==> src/rtl/mycpu_rf_write_arbiter.sv <==
// Register-file write-port arbiter: pipeline writeback merged with a long-latency result FIFO.
// Optional forwarding lookup ports are built when MYCPU_RFWA_FWD_EN is defined.
module mycpu_rf_write_arbiter #(
    parameter int DATA_WIDTH = 32,
    parameter int ADDR_WIDTH = 5,
    parameter int DEPTH      = 4,
    parameter int STARVE_MAX = 8
) (
    input  logic                  clk,
    input  logic                  rst,
    input  logic                  pipe_valid,
    input  logic [ADDR_WIDTH-1:0] pipe_waddr,
    input  logic [DATA_WIDTH-1:0] pipe_wdata,
    output logic                  pipe_stall,
    input  logic                  lr_valid,
    output logic                  lr_ready,
    input  logic [ADDR_WIDTH-1:0] lr_waddr,
    input  logic [DATA_WIDTH-1:0] lr_wdata,
`ifdef MYCPU_RFWA_FWD_EN
    input  logic [ADDR_WIDTH-1:0] fwd_raddr1,
    input  logic [ADDR_WIDTH-1:0] fwd_raddr2,
    output logic                  fwd_hit1,
    output logic                  fwd_hit2,
    output logic [DATA_WIDTH-1:0] fwd_data1,
    output logic [DATA_WIDTH-1:0] fwd_data2,
`endif
    output logic                  rf_wen,
    output logic [ADDR_WIDTH-1:0] rf_waddr,
    output logic [DATA_WIDTH-1:0] rf_wdata
);
    localparam int PTR_W = $clog2(DEPTH);
    localparam int OCC_W = PTR_W + 1;
    localparam int CNT_W = $clog2(STARVE_MAX + 1);
    localparam logic [ADDR_WIDTH-1:0] R0         = {ADDR_WIDTH{1'b0}};
    localparam logic [DATA_WIDTH-1:0] DZ         = {DATA_WIDTH{1'b0}};
    localparam logic [PTR_W:0]        PTR_ONE    = {{PTR_W{1'b0}}, 1'b1};
    localparam logic [CNT_W-1:0]      CNT_ZERO   = {CNT_W{1'b0}};
    localparam logic [CNT_W-1:0]      CNT_ONE    = {{(CNT_W-1){1'b0}}, 1'b1};
    localparam logic [CNT_W-1:0]      STARVE_LIM = CNT_W'(STARVE_MAX);

    logic [PTR_W:0]        wr_ptr_q, wr_ptr_d, rd_ptr_q, rd_ptr_d;
    logic [ADDR_WIDTH-1:0] fifo_addr_q [DEPTH];
    logic [ADDR_WIDTH-1:0] fifo_addr_d [DEPTH];
    logic [DATA_WIDTH-1:0] fifo_data_q [DEPTH];
    logic [DATA_WIDTH-1:0] fifo_data_d [DEPTH];
    logic [DEPTH-1:0]      live_q, live_d;
    logic [CNT_W-1:0]      starve_q, starve_d;
    logic                  rf_wen_q, rf_wen_d;
    logic [ADDR_WIDTH-1:0] rf_waddr_q, rf_waddr_d;
    logic [DATA_WIDTH-1:0] rf_wdata_q, rf_wdata_d;

    logic             full_s, empty_s, head_live_s, head_dead_s, head_grant_s;
    logic             push_s, pop_s, pipe_wr_s;
    logic [PTR_W-1:0] head_idx_s, wr_idx_s;

    // Handshake, grant and pop decisions for the current cycle
    always_comb begin
        full_s       = (wr_ptr_q[PTR_W] != rd_ptr_q[PTR_W]) &&
                       (wr_ptr_q[PTR_W-1:0] == rd_ptr_q[PTR_W-1:0]);
        empty_s      = (wr_ptr_q == rd_ptr_q);
        head_idx_s   = rd_ptr_q[PTR_W-1:0];
        wr_idx_s     = wr_ptr_q[PTR_W-1:0];
        head_live_s  = !empty_s && live_q[head_idx_s];
        head_dead_s  = !empty_s && !live_q[head_idx_s];
        head_grant_s = head_live_s && !pipe_valid;
        pop_s        = head_grant_s || head_dead_s;
        pipe_wr_s    = pipe_valid && (pipe_waddr != R0);
        lr_ready     = !full_s && !rst;
        push_s       = lr_valid && lr_ready && (lr_waddr != R0);
        pipe_stall   = (starve_q == STARVE_LIM);
    end

    // FIFO next state: cancel stale entries first, then the (younger) push overrides its slot
    always_comb begin
        fifo_addr_d = fifo_addr_q;
        fifo_data_d = fifo_data_q;
        live_d      = live_q;
        for (int i = 0; i < DEPTH; i++) begin
            if (pipe_wr_s && (fifo_addr_q[i] == pipe_waddr)) begin
                live_d[i] = 1'b0;
            end else begin
                live_d[i] = live_q[i];
            end
        end
        if (push_s) begin
            fifo_addr_d[wr_idx_s] = lr_waddr;
            fifo_data_d[wr_idx_s] = lr_wdata;
            live_d[wr_idx_s]      = 1'b1;
            wr_ptr_d              = wr_ptr_q + PTR_ONE;
        end else begin
            wr_ptr_d = wr_ptr_q;
        end
        if (pop_s) begin
            rd_ptr_d = rd_ptr_q + PTR_ONE;
        end else begin
            rd_ptr_d = rd_ptr_q;
        end
    end

    // Starvation counter saturates at the limit so a misbehaving pipe keeps seeing the stall
    always_comb begin
        if (empty_s || head_grant_s) begin
            starve_d = CNT_ZERO;
        end else if (head_live_s && (starve_q != STARVE_LIM)) begin
            starve_d = starve_q + CNT_ONE;
        end else begin
            starve_d = starve_q;
        end
    end

    // Write-port stage contents; r0 pipeline writes occupy the slot but never assert wen
    always_comb begin
        if (pipe_valid) begin
            rf_wen_d   = pipe_wr_s;
            rf_waddr_d = pipe_wr_s ? pipe_waddr : R0;
            rf_wdata_d = pipe_wr_s ? pipe_wdata : DZ;
        end else if (head_grant_s) begin
            rf_wen_d   = 1'b1;
            rf_waddr_d = fifo_addr_q[head_idx_s];
            rf_wdata_d = fifo_data_q[head_idx_s];
        end else begin
            rf_wen_d   = 1'b0;
            rf_waddr_d = R0;
            rf_wdata_d = DZ;
        end
    end

    // State registers
    always_ff @(posedge clk or posedge rst) begin
        if (rst) begin
            wr_ptr_q   <= {(PTR_W+1){1'b0}};
            rd_ptr_q   <= {(PTR_W+1){1'b0}};
            live_q     <= {DEPTH{1'b0}};
            starve_q   <= CNT_ZERO;
            rf_wen_q   <= 1'b0;
            rf_waddr_q <= R0;
            rf_wdata_q <= DZ;
            for (int i = 0; i < DEPTH; i++) begin
                fifo_addr_q[i] <= R0;
                fifo_data_q[i] <= DZ;
            end
        end else begin
            wr_ptr_q    <= wr_ptr_d;
            rd_ptr_q    <= rd_ptr_d;
            live_q      <= live_d;
            starve_q    <= starve_d;
            rf_wen_q    <= rf_wen_d;
            rf_waddr_q  <= rf_waddr_d;
            rf_wdata_q  <= rf_wdata_d;
            fifo_addr_q <= fifo_addr_d;
            fifo_data_q <= fifo_data_d;
        end
    end

    assign rf_wen   = rf_wen_q;
    assign rf_waddr = rf_waddr_q;
    assign rf_wdata = rf_wdata_q;

`ifdef MYCPU_RFWA_FWD_EN
    logic [1:0][ADDR_WIDTH-1:0] fwd_raddr_s;
    logic [1:0]                 fwd_hit_s;
    logic [1:0][DATA_WIDTH-1:0] fwd_data_s;
    logic [PTR_W:0]             occ_s;
    logic [PTR_W-1:0]           fwd_idx_s;

    // Youngest-match lookup: rf stage first, then queue entries from head to tail overwrite it
    always_comb begin
        fwd_raddr_s[0] = fwd_raddr1;
        fwd_raddr_s[1] = fwd_raddr2;
        occ_s          = wr_ptr_q - rd_ptr_q;
        fwd_idx_s      = head_idx_s;
        for (int p = 0; p < 2; p++) begin
            if (rf_wen_q && (rf_waddr_q == fwd_raddr_s[p]) && (fwd_raddr_s[p] != R0)) begin
                fwd_hit_s[p]  = 1'b1;
                fwd_data_s[p] = rf_wdata_q;
            end else begin
                fwd_hit_s[p]  = 1'b0;
                fwd_data_s[p] = DZ;
            end
            for (int i = 0; i < DEPTH; i++) begin
                fwd_idx_s = head_idx_s + PTR_W'(i);
                if ((OCC_W'(i) < occ_s) && live_q[fwd_idx_s] &&
                    (fifo_addr_q[fwd_idx_s] == fwd_raddr_s[p]) && (fwd_raddr_s[p] != R0)) begin
                    fwd_hit_s[p]  = 1'b1;
                    fwd_data_s[p] = fifo_data_q[fwd_idx_s];
                end else begin
                    fwd_hit_s[p]  = fwd_hit_s[p];
                    fwd_data_s[p] = fwd_data_s[p];
                end
            end
        end
    end

    assign fwd_hit1  = fwd_hit_s[0];
    assign fwd_hit2  = fwd_hit_s[1];
    assign fwd_data1 = fwd_data_s[0];
    assign fwd_data2 = fwd_data_s[1];
`endif

endmodule

==> config.mk <==
export PLATFORM = sky130hd
export DESIGN_NAME = mycpu_rf_write_arbiter
export DESIGN_NICKNAME = d
export VERILOG_FILES = /design/src/rtl/mycpu_rf_write_arbiter.sv
export SDC_FILE = /design/constraint.sdc
export NUM_CORES = 1
export LEC_CHECK = 0
export CAP_MARGIN = 0
export CORE_ASPECT_RATIO = 0.5
export CORE_MARGIN = 2
export CORE_UTILIZATION = 40
export CTS_BUF_LIST = sky130_fd_sc_hd__clkbuf_16
export DETAILED_ROUTE_END_ITERATION = 12
export PLACE_DENSITY = 0.63
export SYNTH_ARGS = -nofsm -noshare
export SYNTH_HDL_FRONTEND = slang
export SYNTH_SLANG_ARGS = --single-unit
==> constraint.sdc <==
create_clock -name clk -period 19.6 [get_ports clk]
set_clock_uncertainty 0.1 [all_clocks]
set_input_delay 3.92 -clock clk [delete_from_list [all_inputs] [get_ports clk]]
set_output_delay 3.92 -clock clk [all_outputs]
set_load 0.02 [all_outputs]
==> impl_metrics.tcl <==
set metrics [dict create \
    cts_buffers 17 \
    status "complete, no violations" \
    cp_max_fo 3 \
    drive_above_1_share 0.3154 \
    row_count 39 \
    syn-instance-count 628 \
    dieArea_sq_um 24320 \
    die_w_um 218.6 \
    nNetsFinal 817 \
    ant_nets 0 \
    antenna_found_initial 0 \
    fin_cells 1052 \
    routed_wl_um 19740 \
    cts_resized 0 \
    grt_max_degree 132 \
    io_pins 118 \
    holdBufCountCts 0 \
    max-slew-margin-rel 0.4045 \
    grt_pass1_wl_um 32450 \
    fillCellCount 1955 \
    worst_skew_pair.late_latency_ps 430 \
    dpl.hpwl_um 12090 \
    drc 0 \
    dpl_worst_slack_ps 10370 \
    avgSynthCellArea_sq_um 14.66 \
    syn_nets 713 \
    worst_slew_pin_slew_ps 893.2 \
    cts-root-buf "clkbuf_16" \
    post-route-period-util 0.4704 \
    fin_ws_ps 10380 \
    ys.flop_type "dfrtp_1" \
    ys_ff_latch 200 \
    final_util 0.4931 \
    min_path_type "register to register" \
    rsz0062_at_grt "no" \
    slew_violations 0 \
    wl_per_cell_um 18.77 \
    placed_cells 1020 \
    synth.distinct_cells 37 \
    drv_cap 0 \
    grt_pass1_vias 5591 \
    first_pass_iters 4 \
    arrival_ps 5200 \
    via_count 5162 \
    leakagePower_nw 4.797 \
    synth_area_sq_um 9206 \
    critical_path_required_ps 15580 \
    async_flop_share 1.000 \
    synthTopCellsByArea "dfrtp_1 (54%), mux2_4 (11%), mux2_2 (10%)" \
    crit_path_end_kind "output port" \
    fmax_ghz 0.1085 \
    synth_edf_count 0 \
    pwr_density_cell_nw_per_um2 164.6 \
    post-synth-top-area-cell "dfrtp_1" \
    cts_max_path_buffers 2 \
    tritoncts "built" \
    start_kind "input port" \
    setup_viol 0 \
    drt_iter0_markers 326 \
    antenna_cells 0 \
    dieHeight_um 111.3 \
    core_sq_um 22690 \
    synth_warnings 0 \
    final_common_cell "dfrtp_1" \
    initial_utilization 0.4057 \
    path_class "input port to output port" \
    tns_ps 0 \
    grt_overflow_total 0 \
    grt_util_all_layers 0.1739 \
    synth_top_area_share 0.5436 \
    layout_common_cells "dfrtp_1 (198), clkdlybuf4s50_1 (117), mux2_2 (83)" \
    place_congestion 0.7590 \
    area_growth_pct 21.53 \
    hold_slack_ps 394.7 \
    clk_pin_slew_ps 60 \
    cts.sinks 200 \
    io_buffers 117 \
    finalHoldViolCount 0 \
    yosysSeqAreaShare 0.5436 \
    avgViaCountPerCell 4.907 \
    cts_htree_levels 4 \
    final.min_clock_period_ps 9220 \
    vdd_drop_max_uv 65.53 \
    post_cts_buffers 0 \
]
[per-layer routing]
layer	track usage	wire, um	vias to the layer above	part of all wire
met4	0.03946	155	0	0.0079
met5	0	0	-	0
met1	0.2413	9427	2699	0.48
met3	0.03786	540	14	0.027
li1	-	-	2396	-
met2	0.2800	9620	53	0.49
[path summary, 6_finish.rpt]
path,slack [ps],cells past startpoint,start,end
max in group asynchronous,13870,3,rst,rd_ptr_q[0]
hold reg to reg,390,1,live_q[2],live_q[2]
setup reg to reg,16050,5,rd_ptr_q[0],fifo_data_q[83]
setup / recovery,10380,3,rst,lr_ready
hold / removal,390,1,live_q[2],live_q[2]
min in group asynchronous,4020,2,rst,rf_wdata[13]
[cells in the mapped netlist, types with 3 or more instances]
master	number
a21o_1	4
xor2_1	15
nand2_1	46
inv_1	43
o21ai_0	29
xnor2_1	14
ha_1	7
buf_2	16
buf_6	8
o21ai_1	11
clkbuf_1	10
mux2_4	67
nand4_1	5
nor2_1	5
mux2_2	83
buf_8	3
nor3_2	3
dfrtp_1	200
mux4_2	38
nor3_1	4
[cell families after synthesis]
logic type / after synthesis / share of synthesized area
and+or+nand+nor: 73 / 0.04037
DFF: 200 / 0.5436
adders and majority gates: 7 / 0.009513
muxes: 189 / 0.3048
buffers and inverters: 83 / 0.04675
AOI/OAI and AO/OA: 47 / 0.02732
xor gates and xnor gates: 29 / 0.02759
[critical path: stages]
cell	delay, ps
clkdlybuf4s50_1	520
nor2_1	150
clkdlybuf4s50_1	610
[area by class of cell]
cell class / count / area [sq um] / share of cell area
clock inverter: 15 / 177.7 / 0.01588
sequential: 200 / 5010 / 0.4478
clock buffer: 17 / 425.4 / 0.03802
inverter: 43 / 168.9 / 0.01510
tap: 307 / 384.1 / 0.03433
timing repair buffer: 125 / 1231 / 0.1100
multi-input combinational: 345 / 3791 / 0.3389
[state kept, by name, summed over array words and instances (netlist names)]
name and count:
fifo_data_q 128, starve_q 4, wr_ptr_q 3, fifo_addr_q 20
rf_wen 1, rd_ptr_q 3, live_q 4, rf_waddr 5
rf_wdata 32
[power breakdown]
group	internal, W	switching [W]	leakage (nW)
registers	0.000617	0.000137	2.42
clock network	0.000202	0.000161	0.284
logic	0.000437	0.000288	2.09
total	0.00126	0.000586	4.80
[through the flow]
step	power (W)	cell area [sq um]
floorplan	0.001277	9206
global placement	0.001470	10590
detailed placement	0.001494	10590
CTS	0.001865	11190
global route	0.001958	11190
finish	0.001842	11190
Power figures use the tool's default switching activity.
